==> config.mk <==
export PLATFORM = sky130hd
export DESIGN_NAME = seq_pattern_detector
export DESIGN_NICKNAME = d
export VERILOG_FILES = /design/src/rtl/seq_pattern_detector.sv
export SDC_FILE = /design/constraint.sdc
export NUM_CORES = 1
export LEC_CHECK = 0
export ABC_AREA = 1
export CORE_MARGIN = 4
export CORE_UTILIZATION = 43
export DETAILED_ROUTE_END_ITERATION = 7
export PLACE_DENSITY_LB_ADDON = 0.1
export RECOVER_POWER = 25
export SLEW_MARGIN = 0
export SYNTH_ARGS = -nofsm -noshare
export SYNTH_HDL_FRONTEND = slang
export SYNTH_SLANG_ARGS = --single-unit
export TNS_END_PERCENT = 5
==> constraint.sdc <==
create_clock -name clk -period 4.1 [get_ports clk]
set_input_delay 0.82 -clock clk [delete_from_list [all_inputs] [get_ports clk]]
set_output_delay 0.82 -clock clk [all_outputs]
set_load 0.005 [all_outputs]
==> src/rtl/seq_pattern_detector.sv <==
// seq_pattern_detector: run-time programmable serial bit-pattern detector with saturating match counter.
module seq_pattern_detector #(
    parameter int MAX_LEN = 8,
    parameter int CNT_WIDTH = 16,
    parameter logic [MAX_LEN-1:0] DEF_PATTERN = 'b0001_0110,
    parameter int DEF_LEN = 5,
    parameter bit DEF_OVERLAP = 1'b1,
    localparam int LW = $clog2(MAX_LEN + 1)
) (
    input  logic                 clk,
    input  logic                 reset_n,
    input  logic                 cfg_load,
    input  logic [MAX_LEN-1:0]   cfg_pattern,
    input  logic [LW-1:0]        cfg_len,
    input  logic                 cfg_overlap,
    input  logic                 in_valid,
    input  logic                 stream,
    input  logic                 cnt_clear,
    output logic                 detected,
    output logic [CNT_WIDTH-1:0] match_count,
    output logic                 count_sat
);
    logic [MAX_LEN-1:0]   pattern, history, hist_n, mask;
    logic [LW-1:0]        len, fill, fill_n;
    logic                 overlap, accept, match;
    logic [CNT_WIDTH-1:0] cnt_inc;

    always_comb begin
        for (int i = 0; i < MAX_LEN; i++) mask[i] = LW'(i) < len;
    end

    // Match is judged on the history/fill that include the bit being accepted now.
    assign accept  = in_valid && !cfg_load;
    assign hist_n  = {history[MAX_LEN-2:0], stream};
    assign fill_n  = (fill == LW'(MAX_LEN)) ? fill : fill + 1'b1;
    assign match   = accept && len != '0 && len <= LW'(MAX_LEN) && fill_n >= len
                     && ((hist_n ^ pattern) & mask) == '0;
    assign cnt_inc = (match && !(&match_count)) ? match_count + 1'b1 : match_count;

    always_ff @(posedge clk or negedge reset_n) begin
        if (!reset_n) begin
            pattern     <= DEF_PATTERN;
            len         <= LW'(DEF_LEN);
            overlap     <= DEF_OVERLAP;
            history     <= '0;
            fill        <= '0;
            detected    <= 1'b0;
            match_count <= '0;
            count_sat   <= 1'b0;
        end else if (cfg_load) begin
            pattern     <= cfg_pattern;
            len         <= cfg_len;
            overlap     <= cfg_overlap;
            fill        <= '0;
            detected    <= 1'b0;
            match_count <= '0;
            count_sat   <= 1'b0;
        end else begin
            if (accept) begin
                history <= hist_n;
                fill    <= (match && !overlap) ? '0 : fill_n;
            end
            detected    <= match;
            match_count <= cnt_clear ? CNT_WIDTH'(match) : cnt_inc;
            count_sat   <= !cnt_clear && (count_sat || &cnt_inc);
        end
    end
endmodule
==> metrics.md, run 1 <==
| Metric | Value |
|---|---|
| Gr usage total | 17.3% |
| TritonCTS buffer count | 5 |
| Worst EP required | 4320 ps |
| Final min period | 2860 ps |
| Crit share post-route | 69.7% |
| Maximum Capacitance Violations | 1 |
| Main combinational cell family by area after synthesis | simple AND/OR/NAND/NOR gates |
| Clock tree buffer depth | 2 |
| Initial drt markers | 154 |
| Leakage | 1.52 nW |
| First-pass GRT wire length | slightly above 10000 um |
| Syn-to-layout area delta | 21.7% |
| Fillcell total | 580 |
| Critical Path Fanout Max | 18 |
| Core Area | 0.00592 sq mm |
| FF+latch count, synth | 42 |
| Clock share of power | approximately two fifths |
| Pwr dens | 323 mW/mm^2 |
| HP Start | overlap$_DFFE_PN1P_ |
| Mux cell area share after synthesis | 0% |
| Die Wd | around 86 um |
| Failing checks | max-capacitance violations, max-slew violations |
| N_diodes | 0 |
| # DRC | 0 |
| Fin. max-slew vios | 43 |
| Final Hold Fails | 0 |
| Clock skew | 10.2 ps |
| Final HPWL DP | 4490 um |
| Buffers on Ports | 36 |
| Peak supply drop | 0.000169 V |
| P_sw | 0.265 mW |
| Clock slew at reported path FFs | 80 ps |
| Final ANT Viol Nets | 0 |
| Final setup TNS | 0 ps |
| Die height | 86.0 um |
| Internal Power | ~0.76 mW |
| H-tree depth | 2 |
| Clock root cell | clkbuf_8 |
| Synth Net Count | 399 |
| Post-CTS resize count | 0 |
| Share of cells above drive strength 1 | 8.25% |
| Hold Buf Count CTS | 0 |
| Vias in the first global route | between 2000 and 2500 |
| Origin of the critical flop-to-flop path | fill[0]$_DFFE_PN0P_ |
| Top cells by area, synth | dfrtp_1 34%, nand2_1 19%, nor2_1 7.2% |
| Primary FF master, synth | dfrtp_1 |
| Adder-cell share of the synthesized area | around 3.3% |
| Worst Hold Depth | 2 |
| Logic pwr share | roughly 15% |
| Worst-Skew Late Latency | 300 ps |
| RSZ-0062 raised after global routing | false |
| WS Path Type | in2reg |
| Vias per cell | 4.85 |
| Post-CTS Setup Bufs | 0 |
| Final net count | between 400 and 500 |
| Critical Path AT | 3080 ps |
| Max_slew headroom | -45.0% |
| Pre-antenna DRT Iters | 4 |
| Simple-gate area share of the yosys netlist | between 30% and 40% |
| Setup Viol. Count Final | 0 |
| Overflow after GRT | 0 |
| Post-Syn Area per Cell | 7.02 sq um |
| Hold Path End | overlap$_DFFE_PN1P_ |
| Initial antenna violation count | 0 |
| IO Pins | 37 |
| List of most frequent post-synthesis cells | 131 x nand2_1, 50 x nor2_1, 47 x inv_1 |
| Initial Utilization | 44.2% |
| Status | finished, violations left |
| Synth Area in XOR/XNOR | under 10% |
| Final core utilization | a little over half |
| Synth Cell Area | 0.00262 sq mm |
| Gpl congestion | 0.894 |
| Sequential Power Share | 45.3% |
| Synth area leader | dfrtp_1 |
| RR Endpoint | count_sat$_DFF_PN0_ |
| Count of different cell masters after synthesis | 27 |
| Placed Cells | 479 |
| Switching portion of total power | 25.7% |
| Synth top area share | 34.4% |
| Post-Syn Instances | 373 |
| Hold crit path type | reg2reg |
| Vias | approximately 2400 |
| Async SR Flop Fraction | 100% |
| Routed WL | 5990 um |
| CTS tree | done |
| Cell with the most instances after synthesis | nand2_1 |
| Number of flops mapped to enable cells by yosys | 0 |
| Die area | between 0.007 and 0.008 sq mm |
| FF-to-FF path depth | 20 |
| Core Rows | 28 |
| Slew @ Worst Pin | 2180 ps |
| Largest net degree at the start of global routing | 43 |
| Seq/Total Area, Yosys | 40.4% |
| Setup crit end kind | flip-flop |
| YS warnings | 0 |
| Hold_ws | roughly 470 ps |
| Maximum clock rate | roughly 0.35 GHz |
| Clock Sinks | 42 |
| Final Non-Filler Cells | 487 |
| Setup crit start kind | input pin |
| Drt wl/cell | 12.3 um |
| Reg-to-reg setup timing slack | 1280 ps |
| Synth Area in Compound Gates | under 10% |
-- power by group through the flow --
stage	Sequential, mW	Combinational, mW	Clock (mW)
5_1_grt	0.471	0.180	0.431
2_1_floorplan	0.469	0.107	0
4_1_cts	0.466	0.158	0.415
6_report	0.466	0.155	0.407
3_5_place_dp	0.474	0.158	0
3_3_place_gp	0.473	0.155	0
-- sequential cells by signal, indices dropped and copies added, names as in the netlist --
signal / cells
fill: 4
count_sat: 1
overlap: 1
len: 4
history: 7
detected: 1
pattern: 8
match_count: 16
-- critical path, cell delays in order --
cell,delay (ps)
clkdlybuf4s50_1,450
inv_1,100
nor2_2,100
buf_4,200
nand2_1,70
nor2_1,100
nand2_1,70
inv_2,280
nand3_4,200
nand2_1,100
nand2_1,60
nor2_1,120
nand2_1,100
nor2_1,120
nand2_1,70
a21oi_2,120
-- metal layers --
layer | GRT usage [%] | vias to the layer above | part of all wire [%]
li1 | - | 1240 | -
met1 | 25.6 | 1062 | 51
met2 | 25.3 | 57 | 43
met3 | 3.94 | 2 | 5.7
met4 | 4.75 | 0 | 0.23
met5 | 0 | - | 0
-- layout by cell type (no fill, tap or decap) --
master / n
clkbuf_8: 6
nand2_2: 2
a21oi_1: 3
dfstp_2: 6
nand4_1: 17
nand2_1: 131
a21oi_2: 1
dfrtp_1: 36
xor2_1: 12
o22ai_1: 2
nand3_1: 12
buf_4: 2
nor2_8: 1
o31ai_1: 1
xnor2_1: 1
o32ai_1: 1
nor2_1: 50
nor2_2: 3
inv_2: 6
o21ai_0: 21
nand3_4: 1
nor3_1: 1
nand2_4: 3
bufinv_16: 2
clkbuf_1: 1
ha_1: 7
clkdlybuf4s50_1: 35
inv_1: 47
nor2_4: 1
-- layout make-up --
type,instances,area (sq um),share of cell area (%)
multi-input cells,271,1320,41.5
flip-flops and latches,42,1060,33.2
repair buffers,38,369,11.6
inverters,53,199,6.24
well taps,75,93.8,2.94
clock buffers,6,82.6,2.59
clock inverters,2,60.1,1.88
-- worst max path at each step --
stage | start | to | slack [ps] | cells past startpoint
after floorplan | fill[0]$_DFFE_PN0P_ | count_sat$_DFF_PN0_ | 1840 | 19
after global placement | in_valid | count_sat$_DFF_PN0_ | 1030 | 16
after detailed placement | in_valid | count_sat$_DFF_PN0_ | 990 | 16
after CTS | in_valid | count_sat$_DFF_PN0_ | 1260 | 16
after global routing | fill[0]$_DFFE_PN0P_ | count_sat$_DFF_PN0_ | 1010 | 20
final | in_valid | count_sat$_DFF_PN0_ | 1240 | 16
-- through the flow --
step / total power [mW] / setup WS [ps] / area, sq um
finish: 1.03 / 1240 / 3190
global route: 1.08 / 1010 / 3190
CTS: 1.04 / 1260 / 3190
detailed placement: 0.631 / 994 / 3050
global placement: 0.629 / 1030 / 3050
floorplan: 0.576 / 1840 / 2620
-- cell families (layout without fill, tap and decap cells) --
family | after synthesis | in the layout
XOR/XNOR | 13 | 13
buffers and inverters | 60 | 99
adder cells (fa/ha/maj) | 7 | 7
AO/OA/AOI/OAI | 29 | 29
flip-flops | 42 | 42
AND/OR/NAND/NOR | 222 | 222
(Power assumes the default switching activity.)
==> inputs of run 2 (changes only) <==
==> constraint.sdc (replaced) <==
create_clock -name clk -period 2.8 [get_ports clk]
set_input_delay 0.56 -clock clk [delete_from_list [all_inputs] [get_ports clk]]
set_output_delay 0.56 -clock clk [all_outputs]
set_load 0.005 [all_outputs]
==> metrics.md, run 2 (same netlist as run 1, synthesis figures left out) <==
| Metric | Value |
|---|---|
| Critical Path AT | 2810 ps |
| Final min period | 2590 ps |
| Share of cells above drive strength 1 | 11.7% |
| Initial Utilization | 44.2% |
| Max_slew headroom | between 30% and 40% |
| Initial antenna violation count | 0 |
| Die height | 86.0 um |
| Routed WL | 5920 um |
| Hold Buf Count CTS | 0 |
| Gr usage total | 17.3% |
| Switching portion of total power | 27.5% |
| Die Wd | 86.0 um |
| Clock root cell | clkbuf_8 |
| Slew @ Worst Pin | 933 ps |
| Most flops, register | match_count |
| Clock slew at reported path FFs | about 80 ps |
| Clock skew | 6.89 ps |
| P_sw | 0.386 mW |
| Storage cell area | 0.00106 sq mm |
| Pwr dens | ~430 mW/mm^2 |
| Status | finished clean |
| Clock Sinks | 42 |
| Logic pwr share | 17.5% |
| Maximum clock rate | about 0.39 GHz |
| Drt wl/cell | 12.0 um |
| Final net count | about 440 |
| Core Area | 0.00592 sq mm |
| Setup Viol. Count Final | 0 |
| Clock tree buffer depth | 2 |
| # DRC | 0 |
| Buffers on Ports | 36 |
| WS Path Type | reg2reg |
| Commonest non-fill, non-tap cell in the layout | nand2_1 |
| Worst Setup Slack post-DPL | approximately 150 ps |
| Peak supply drop | between 0.0002 and 0.00025 V |
| Multi-input gate area | 0.00137 sq mm |
| Core Rows | 28 |
| Setup crit end kind | flip-flop |
| H-tree depth | 2 |
| Syn-to-layout area delta | 23.9% |
| Fin. max-slew vios | 0 |
| Sequential Power Share | about half |
| CTS tree | done |
| Gpl congestion | around 0.90 |
| Maximum Capacitance Violations | 0 |
| IO Pins | 37 |
| Critical Path Fanout Max | 4 |
| Vias | 2371 |
| Setup crit start kind | flip-flop |
| Pre-antenna DRT Iters | 4 |
| Final ANT Viol Nets | 0 |
| Hold crit path type | in2async |
| N_diodes | 0 |
| Overflow after GRT | 0 |
| Max reg flops | 16 |
| Largest net degree at the start of global routing | 43 |
| Initial drt markers | 133 |
| Internal Power | about 1 mW |
| Leakage | ~1.5 nW |
| Die area | 0.00740 sq mm |
| Largest registers | match_count x16, pattern x8, history x7 |
| TritonCTS buffer count | 5 |
| Crit share post-route | between 90% and 100% |
| Worst EP required | about 3000 ps |
| Final HPWL DP | 4360 um |
| Worst-Skew Late Latency | between 200 and 300 ps |
| Vias per cell | 4.80 |
| Most frequent cells in the layout | 129 x nand2_1, 48 x nor2_1, 46 x inv_1 |
| Vias in the first global route | 2168 |
| Final Worst Setup Slack | between 200 and 250 ps |
| Final Hold Fails | 0 |
| Design Power | 1.40 mW |
| Fillcell total | 580 |
| Clock share of power | 33.7% |
| FF-to-FF path depth | 18 |
| First-pass GRT wire length | between 10000 and 15000 um |
-- run 2: cell count changes in the layout (fill, tap and decap cells not counted), sizes merged --
cell	change
buf	+5
inv	+1
nand3	+1
bufinv	-1
clkinv	+1
-- run 2: per-stage QoR --
stage | utilization, % | hold WS, ps | cells | TNS [ps] | cell area, sq um
final | 54.8 | 405 | 494 | 0 | 3240
after global routing | 54.8 | 486 | 494 | -28.0 | 3240
after CTS | 53.4 | 431 | 488 | 0 | 3160
after detailed placement | 51.6 | 464 | 480 | 0 | 3050
after global placement | 51.6 | 459 | 480 | 0 | 3050
after floorplan | - | 264 | 373 | 0 | 2620
-- run 2: layout make-up --
type | instances | area share [%]
Clock buffer | 7 | 2.35
Inverter | 53 | 6.36
Timing Repair Buffer | 42 | 12.3
Clock inverter | 1 | 0.926
Multi-Input combinational cell | 272 | 42.1
Sequential cell | 42 | 32.7
Tap cell | 75 | 2.89
Timing Repair inverter | 2 | 0.347
-- run 2: repair_timing --
action / CTS / global route
buffers inserted: 0 / 3
endpoints found under the setup margin: 0 / 1
endpoints found under the hold margin: 0 / 0
gates resized for setup: 0 / 18
-- run 2: worst max-delay path: stages, from the launching register on --
cell and delay, ps:
dfrtp_2 450, inv_2 70, ha_1 140, nand2_1 70, nor2_2 160, xor2_2 180, ha_2 200, nor2_1 40
o21ai_1 130, nand3_1 140, nand2_4 160, clkinv_2 110, nand4_1 100, nand2_1 70, nor2_1 100, nand2_1 90
nor2_1 120, nand2_1 70, a21oi_2 120
-- run 2: power groups by stage --
stage	clock [mW]	sequential, mW	combinational [mW]
global route	0.512	0.691	0.281
CTS	0.489	0.683	0.232
floorplan	0	0.686	0.157
global placement	0	0.693	0.230
detailed placement	0	0.694	0.232
finish	0.471	0.684	0.245
-- run 2: final timing paths --
check	from	end	slack (ps)
max in group asynchronous	reset_n	fill[0]$_DFFE_PN0P_	1770
worst min register to register	overlap$_DFFE_PN1P_	overlap$_DFFE_PN1P_	470
worst max-delay path	fill[0]$_DFFE_PN0P_	count_sat$_DFF_PN0_	210
worst max register to register	fill[0]$_DFFE_PN0P_	count_sat$_DFF_PN0_	210
min in group clk	overlap$_DFFE_PN1P_	overlap$_DFFE_PN1P_	470
worst min-delay path	reset_n	pattern[0]$_DFFE_PN0P_	410
-- run 2: metal layers --
| layer | global-route usage [%] | part of all wire (%) | up-vias |
|---|---|---|---|
| li1 | - | - | 1246 |
| met1 | 26.2 | 51 | 1064 |
| met2 | 25.2 | 41 | 55 |
| met3 | 3.36 | 6.6 | 6 |
| met4 | 4.17 | 1.1 | 0 |
| met5 | 0 | 0 | - |
